[config.mk]
export PLATFORM = sky130hd
export DESIGN_NAME = mdu_hilo
export DESIGN_NICKNAME = d
export VERILOG_FILES = /design/src/rtl/mdu_hilo.sv
export SDC_FILE = /design/constraint.sdc
export NUM_CORES = 1
export LEC_CHECK = 0
export CAP_MARGIN = 5
export CORE_MARGIN = 1
export CORE_UTILIZATION = 54
export DETAILED_ROUTE_END_ITERATION = 6
export MAX_ROUTING_LAYER = met4
export PLACE_DENSITY = 0.78
export SKIP_CTS_REPAIR_TIMING = 1
export SYNTH_ARGS = -nofsm -noshare
export SYNTH_HDL_FRONTEND = slang
export SYNTH_SLANG_ARGS = --single-unit
[constraint.sdc]
create_clock -name clk -period 3.5 [get_ports clk]
set_clock_uncertainty 0.05 [all_clocks]
set_input_delay 1.05 -clock clk [delete_from_list [all_inputs] [get_ports clk]]
set_output_delay 1.05 -clock clk [all_outputs]
set_load 0.02 [all_outputs]
[src/rtl/mdu_hilo.sv]
// Multi-cycle multiply/divide unit with architectural HI/LO registers.
// Radix-2 shift-add multiply and restoring divide on magnitudes, signs fixed in a final cycle.
module mdu_hilo #(
  parameter int unsigned WIDTH = 32
) (
  input  logic             clk,
  input  logic             rst_n,
  input  logic             mdu_start,
  input  logic [2:0]       mdu_op,
  input  logic [WIDTH-1:0] mdu_src_a,
  input  logic [WIDTH-1:0] mdu_src_b,
  output logic             mdu_busy,
  output logic             mdu_done,
  output logic             mdu_div_zero,
  output logic [WIDTH-1:0] mdu_hi,
  output logic [WIDTH-1:0] mdu_lo
);

  localparam int unsigned CntW = $clog2(WIDTH) + 1;

  localparam logic [2:0] OpMult  = 3'd0;
  localparam logic [2:0] OpMultu = 3'd1;
  localparam logic [2:0] OpDiv   = 3'd2;
  localparam logic [2:0] OpDivu  = 3'd3;
  localparam logic [2:0] OpMthi  = 3'd4;
  localparam logic [2:0] OpMtlo  = 3'd5;

  typedef enum logic [1:0] {StIdle, StMul, StDiv, StFix} state_e;

  state_e             state_q, state_d;
  logic [CntW-1:0]    cnt_q, cnt_d;
  logic [WIDTH-1:0]   opnd_q, opnd_d;
  logic [2*WIDTH-1:0] acc_q, acc_d;
  logic               neg_res_q, neg_res_d;
  logic               neg_rem_q, neg_rem_d;
  logic               is_div_q, is_div_d;
  logic [WIDTH-1:0]   hi_q, hi_d;
  logic [WIDTH-1:0]   lo_q, lo_d;
  logic               done_q, done_d;
  logic               dz_q, dz_d;

  logic               signed_op, a_neg, b_neg;
  logic [WIDTH-1:0]   a_abs, b_abs;
  logic [WIDTH:0]     mul_sum, div_rem, div_diff;
  logic               div_ge;
  logic [2*WIDTH-1:0] prod_fix;
  logic [WIDTH-1:0]   quo_fix, rem_fix;

  assign signed_op = (mdu_op == OpMult) || (mdu_op == OpDiv);
  assign a_neg     = signed_op & mdu_src_a[WIDTH-1];
  assign b_neg     = signed_op & mdu_src_b[WIDTH-1];
  assign a_abs     = a_neg ? -mdu_src_a : mdu_src_a;
  assign b_abs     = b_neg ? -mdu_src_b : mdu_src_b;

  // Multiply: multiplier sits in the low half of acc and shifts out as the product shifts in.
  assign mul_sum = {1'b0, acc_q[2*WIDTH-1:WIDTH]} + (acc_q[0] ? {1'b0, opnd_q} : '0);

  // Divide: acc holds {remainder, dividend/quotient}; quotient bits enter at the bottom.
  assign div_rem  = {acc_q[2*WIDTH-1:WIDTH], acc_q[WIDTH-1]};
  assign div_diff = div_rem - {1'b0, opnd_q};
  assign div_ge   = ~div_diff[WIDTH];

  assign prod_fix = neg_res_q ? -acc_q : acc_q;
  assign quo_fix  = neg_res_q ? -acc_q[WIDTH-1:0] : acc_q[WIDTH-1:0];
  assign rem_fix  = neg_rem_q ? -acc_q[2*WIDTH-1:WIDTH] : acc_q[2*WIDTH-1:WIDTH];

  always_comb begin
    state_d   = state_q;
    cnt_d     = cnt_q;
    opnd_d    = opnd_q;
    acc_d     = acc_q;
    neg_res_d = neg_res_q;
    neg_rem_d = neg_rem_q;
    is_div_d  = is_div_q;
    hi_d      = hi_q;
    lo_d      = lo_q;
    done_d    = 1'b0;
    dz_d      = 1'b0;

    unique case (state_q)
      StIdle: begin
        if (mdu_start) begin
          case (mdu_op)
            OpMult, OpMultu: begin
              opnd_d    = a_abs;
              acc_d     = {{WIDTH{1'b0}}, b_abs};
              neg_res_d = a_neg ^ b_neg;
              neg_rem_d = 1'b0;
              is_div_d  = 1'b0;
              cnt_d     = '0;
              state_d   = StMul;
            end
            OpDiv, OpDivu: begin
              if (mdu_src_b == '0) begin
                hi_d = mdu_src_a;
                lo_d = '1;
                dz_d = 1'b1;
              end else begin
                opnd_d    = b_abs;
                acc_d     = {{WIDTH{1'b0}}, a_abs};
                neg_res_d = a_neg ^ b_neg;
                neg_rem_d = a_neg;
                is_div_d  = 1'b1;
                cnt_d     = '0;
                state_d   = StDiv;
              end
            end
            OpMthi:  hi_d = mdu_src_a;
            OpMtlo:  lo_d = mdu_src_a;
            default: ;
          endcase
        end
      end
      StMul: begin
        acc_d = {mul_sum, acc_q[WIDTH-1:1]};
        cnt_d = cnt_q + CntW'(1);
        if (cnt_q == CntW'(WIDTH - 1)) state_d = StFix;
      end
      StDiv: begin
        acc_d = {(div_ge ? div_diff[WIDTH-1:0] : div_rem[WIDTH-1:0]),
                 acc_q[WIDTH-2:0], div_ge};
        cnt_d = cnt_q + CntW'(1);
        if (cnt_q == CntW'(WIDTH - 1)) state_d = StFix;
      end
      StFix: begin
        if (is_div_q) begin
          lo_d = quo_fix;
          hi_d = rem_fix;
        end else begin
          hi_d = prod_fix[2*WIDTH-1:WIDTH];
          lo_d = prod_fix[WIDTH-1:0];
        end
        done_d  = 1'b1;
        state_d = StIdle;
      end
      default: state_d = StIdle;
    endcase
  end

  always_ff @(posedge clk or negedge rst_n) begin
    if (!rst_n) begin
      state_q   <= StIdle;
      cnt_q     <= '0;
      opnd_q    <= '0;
      acc_q     <= '0;
      neg_res_q <= 1'b0;
      neg_rem_q <= 1'b0;
      is_div_q  <= 1'b0;
      hi_q      <= '0;
      lo_q      <= '0;
      done_q    <= 1'b0;
      dz_q      <= 1'b0;
    end else begin
      state_q   <= state_d;
      cnt_q     <= cnt_d;
      opnd_q    <= opnd_d;
      acc_q     <= acc_d;
      neg_res_q <= neg_res_d;
      neg_rem_q <= neg_rem_d;
      is_div_q  <= is_div_d;
      hi_q      <= hi_d;
      lo_q      <= lo_d;
      done_q    <= done_d;
      dz_q      <= dz_d;
    end
  end

  assign mdu_busy     = (state_q != StIdle);
  assign mdu_done     = done_q;
  assign mdu_div_zero = dz_q;
  assign mdu_hi       = hi_q;
  assign mdu_lo       = lo_q;

endmodule

==> impl_metrics.xml <==
<?xml version="1.0" encoding="UTF-8"?>
<metrics>
  <group name="routing">
    <metric name="detailroute.via_count" unit="">18500</metric>
    <metric name="remaining_drc_errors" unit="">0</metric>
    <metric name="drt_pre_antenna_iters" unit="">6</metric>
    <metric name="drt_iter0_markers" unit="">2444</metric>
    <metric name="finalWirelength" unit="mm">65.9</metric>
    <metric name="wl_per_cell" unit="um">23.3</metric>
    <metric name="vias_per_cell" unit="">6.55</metric>
    <metric name="drtAntennaViolNets" unit="">0</metric>
  </group>
  <group name="floorplan">
    <metric name="design.die.area" unit="um^2">30100</metric>
    <metric name="initial_utilization" unit="%">55.1</metric>
    <metric name="die_w" unit="um">173</metric>
    <metric name="std_cell_rows" unit="">62</metric>
    <metric name="die_height" unit="um">173</metric>
    <metric name="io_pins" unit="">137</metric>
    <metric name="fp.coreArea" unit="um^2">28800</metric>
  </group>
  <group name="placed_design">
    <metric name="post-dp-hpwl" unit="mm">51.4</metric>
    <metric name="instance_area_at_placement" unit="um^2">19700</metric>
    <metric name="gpl.final_weighted_congestion" unit="">1.05</metric>
    <metric name="dp.cells" unit="">2788</metric>
    <metric name="place.port_buffers" unit="">136</metric>
  </group>
  <group name="synth">
    <metric name="postSynth.topFlopCell" unit="">sky130_fd_sc_hd__dfrtp_1</metric>
    <metric name="synth_top_area_share" unit="%">27.3</metric>
    <metric name="ys_top_cells_by_area" unit="">sky130_fd_sc_hd__dfrtp_1 27%, sky130_fd_sc_hd__o21ai_0 7.9%, sky130_fd_sc_hd__nand2_1 6.4%</metric>
    <metric name="seq_area_frac_synth" unit="%">27.3</metric>
    <metric name="mappedNetlistNets" unit="">2244</metric>
    <metric name="synth.distinct_cells" unit="">81</metric>
    <metric name="post_synth.cell_area_avg" unit="um^2">7.55</metric>
    <metric name="synth-warning-count" unit="">0</metric>
    <metric name="netlist_instances" unit="">2099</metric>
    <metric name="synth-edff-count" unit="">0</metric>
    <metric name="synth.ff_latch_count" unit="">173</metric>
    <metric name="ys_async_sr_fraction" unit="%">100</metric>
    <metric name="mappedNetlistArea" unit="um^2">15900</metric>
    <metric name="yosysTopAreaCell" unit="">sky130_fd_sc_hd__dfrtp_1</metric>
  </group>
  <group name="layout">
    <metric name="syn2layout_area_growth" unit="%">30.0</metric>
    <metric name="design.final.nets" unit="">2573</metric>
    <metric name="nFillCells" unit="">2309</metric>
    <metric name="fin_cells" unit="">2825</metric>
    <metric name="postLayoutCoreUtil" unit="%">71.6</metric>
    <metric name="drive_gt1_share" unit="%">17.8</metric>
    <metric name="regArea" unit="um^2">4330</metric>
    <metric name="multiInputGateArea" unit="um^2">11100</metric>
    <metric name="final_design_area_no_fill" unit="um^2">20600</metric>
  </group>
  <group name="critical_path">
    <metric name="cp.buffers_inverters" unit="">3</metric>
    <metric name="timing.critical_path.arrival" unit="ps">3750</metric>
    <metric name="worstPathMaxFanout" unit="">10</metric>
    <metric name="worst_r2r_path_depth" unit="">14</metric>
    <metric name="critical_path.cell_chain" unit="">clkdlybuf4s50_1 -&gt; buf_4 -&gt; nor2_1 -&gt; buf_4 -&gt; and2_1 -&gt; o21ai_0 -&gt; xnor2_1 -&gt; nor2_1 -&gt; a21oi_1 -&gt; o21ai_0 -&gt; o21ai_0</metric>
    <metric name="worst_path_max_delay_cell" unit="">sky130_fd_sc_hd__xnor2_1</metric>
    <metric name="crit_family" unit="">buffers and inverters</metric>
    <metric name="most_numerous_cell_on_the_critical_path" unit="">sky130_fd_sc_hd__o21ai_0</metric>
    <metric name="cp-start-kind" unit="">input pin</metric>
    <metric name="worst_ep_required_time" unit="ps">3790</metric>
    <metric name="worst_path_largest_cell_delay" unit="ps">540</metric>
    <metric name="setup.worst_path.class" unit="">in2reg</metric>
    <metric name="critPathCaptureType" unit="">flop</metric>
    <metric name="cp_depth" unit="">11</metric>
  </group>
  <group name="power">
    <metric name="total_power" unit="mW">20.5</metric>
    <metric name="cellLeakagePower" unit="nW">9.11</metric>
    <metric name="power_density" unit="nW/um^2">993</metric>
    <metric name="peakVddDrop" unit="mV">1.82</metric>
  </group>
  <group name="sta">
    <metric name="fmaxAchievable" unit="GHz">0.289</metric>
    <metric name="post-route-min-period" unit="ps">3460</metric>
    <metric name="report.final.slew_viol_count" unit="">0</metric>
    <metric name="hold_viol_final" unit="">0</metric>
    <metric name="timing_worst_slew_pin_value" unit="ps">885</metric>
    <metric name="timing.max_slew.rel_slack" unit="%">41.0</metric>
    <metric name="finalCritPeriodShare" unit="%">98.8</metric>
    <metric name="rsz0062_at_grt" unit="">true</metric>
    <metric name="setup_total_negative_slack" unit="ps">0</metric>
    <metric name="setup_viol_count_final" unit="">0</metric>
  </group>
  <group name="clock_tree">
    <metric name="cts_htree_levels" unit="">4</metric>
    <metric name="cts.reportedPaths.clkPinSlew" unit="ps">60</metric>
    <metric name="clockRootBuffer" unit="">sky130_fd_sc_hd__clkbuf_16</metric>
    <metric name="cts_tree" unit="">built</metric>
    <metric name="cts-buffers-inserted" unit="">17</metric>
    <metric name="worstSkewPairLatency" unit="ps">450</metric>
    <metric name="clock-sinks" unit="">173</metric>
    <metric name="max-clock-path-buffers" unit="">2</metric>
  </group>
  <group name="grt">
    <metric name="grt_overflow" unit="">0</metric>
    <metric name="grt_max_degree" unit="">74</metric>
    <metric name="grt_use_total" unit="%">44.5</metric>
    <metric name="first_global_vias" unit="">17700</metric>
    <metric name="global_route_wire_length_before_repair" unit="mm">101</metric>
    <metric name="grt_antenna_before_repair" unit="">1</metric>
  </group>
  <group name="min_path">
    <metric name="whs_path_depth" unit="">2</metric>
    <metric name="worst_hold_path_type" unit="">reg2reg</metric>
  </group>
  <group name="flow_run">
    <metric name="cap_violations" unit="">0</metric>
  </group>
  <group name="status">
    <metric name="outcome" unit="">completed</metric>
  </group>
</metrics>
## layout by cell type, fill, tap and decap left out, types with 13 or more instances in the layout
master,Yosys,final
sky130_fd_sc_hd__and2_1,15,15
sky130_fd_sc_hd__o21ai_0,249,240
sky130_fd_sc_hd__clkdlybuf4s50_1,0,120
sky130_fd_sc_hd__nor3_1,51,46
sky130_fd_sc_hd__nand3_1,43,42
sky130_fd_sc_hd__nor4_1,19,15
sky130_fd_sc_hd__and3_1,20,20
sky130_fd_sc_hd__a221o_1,24,23
sky130_fd_sc_hd__clkbuf_16,0,17
sky130_fd_sc_hd__dlymetal6s2s_1,0,15
sky130_fd_sc_hd__ha_1,73,71
sky130_fd_sc_hd__a21oi_1,163,162
sky130_fd_sc_hd__nor2_1,186,184
sky130_fd_sc_hd__a21o_1,37,37
sky130_fd_sc_hd__xor2_1,72,71
sky130_fd_sc_hd__nand2_1,270,269
sky130_fd_sc_hd__o41ai_1,17,16
sky130_fd_sc_hd__xnor2_1,93,93
sky130_fd_sc_hd__o21a_1,13,13
sky130_fd_sc_hd__buf_4,0,307
sky130_fd_sc_hd__nand2b_1,17,16
sky130_fd_sc_hd__dfrtp_1,173,173
sky130_fd_sc_hd__a31oi_1,28,28
sky130_fd_sc_hd__or3_1,15,13
sky130_fd_sc_hd__mux2i_1,44,44
sky130_fd_sc_hd__o31ai_1,35,32
sky130_fd_sc_hd__inv_1,58,58
sky130_fd_sc_hd__nand4_1,15,15
sky130_fd_sc_hd__o22ai_1,29,28
## where the power goes
group	internal, mW	switching [mW]
clock network	0.965	0.920
logic	6.03	8.75
registers	2.96	0.842
## tightest hold or removal path: cells and delay by family, from the launching register on
kind | cells | cell delay [ps]
flops | 1 | 340
compound gates | 1 | 60
simple gates | 1 | 50
## synth_stat cells (14+ instances only)
cell type and n:
sky130_fd_sc_hd__dfrtp_1 173, sky130_fd_sc_hd__mux2i_1 44, sky130_fd_sc_hd__and2_1 15, sky130_fd_sc_hd__a211oi_1 14
sky130_fd_sc_hd__or3_1 15, sky130_fd_sc_hd__ha_1 73, sky130_fd_sc_hd__nor3_1 51, sky130_fd_sc_hd__nand2b_1 17
sky130_fd_sc_hd__nor4_1 19, sky130_fd_sc_hd__or4_1 14, sky130_fd_sc_hd__a21o_1 37, sky130_fd_sc_hd__a31oi_1 28
sky130_fd_sc_hd__o21ai_0 249, sky130_fd_sc_hd__clkbuf_1 121, sky130_fd_sc_hd__a21oi_1 163, sky130_fd_sc_hd__nand4_1 15
sky130_fd_sc_hd__o22ai_1 29, sky130_fd_sc_hd__a221o_1 24, sky130_fd_sc_hd__xor2_1 72, sky130_fd_sc_hd__nor2_1 186
sky130_fd_sc_hd__o41ai_1 17, sky130_fd_sc_hd__o31ai_1 35, sky130_fd_sc_hd__nand3_1 43, sky130_fd_sc_hd__inv_1 58
sky130_fd_sc_hd__nand2_1 270, sky130_fd_sc_hd__xnor2_1 93, sky130_fd_sc_hd__and3_1 20
## cell type report
cell class | count | share of cell area (%)
Sequential cell | 173 | 21.0
Timing Repair Buffer | 456 | 19.1
Tap cell | 384 | 2.33
Multi-Input combinational cell | 1720 | 53.7
Clock buffer | 19 | 2.20
Antenna cell | 1 | 0.0121
Clock inverter | 12 | 0.492
Inverter | 60 | 1.09
## registers in the layout, summed over array words and instances, names as in the netlist
signal	cells
opnd_q	32
state_q	2
is_div_q	1
neg_res_q	1
mdu_div_zero	1
mdu_hi	32
mdu_lo	32
acc_q	64
neg_rem_q	1
mdu_done	1
cnt_q	6
## cells by family (layout without fill, tap and decap cells)
| logic type | after synthesis | after routing | share of synthesized area (%) |
|---|---|---|---|
| AO/OA/AOI/OAI | 719 | 719 | 28.4 |
| XOR/XNOR | 165 | 165 | 9.11 |
| adder cells (fa/ha/maj) | 75 | 75 | 6.01 |
| buffers and inverters | 206 | 547 | 5.03 |
| flip-flops | 173 | 173 | 27.3 |
| multiplexers | 47 | 47 | 2.99 |
| other | 0 | 1 | 0 |
| AND/OR/NAND/NOR | 714 | 714 | 21.1 |
## stage by stage
stage                     worst slack (ps)  hold WS [ps]
final                                 41.6           430
after global routing                 -52.3           448
after CTS                             -209           436
after detailed placement              -539           421
after global placement                -493           411
after floorplan                       36.9           400
## layer usage
metal	track usage [%]	up-vias	part of all wire, %
met2	65.9	1282	43
met1	56.0	8664	38
met4	25.1	0	6.2
met5	-	-	0
met3	10.1	256	12
li1	-	8289	-
## final timing paths
path | slack, ps | from | to
max reg2reg | 80 | opnd_q[0] | acc_q[60]
max in group asynchronous | 2160 | rst_n | acc_q[30]
min reg2reg | 430 | mdu_hi[22] | mdu_hi[22]
max | 40 | mdu_op[2] | acc_q[11]
min in group asynchronous | 500 | rst_n | mdu_lo[12]
min | 430 | mdu_hi[22] | mdu_hi[22]
Power figures use the tool's default switching activity.
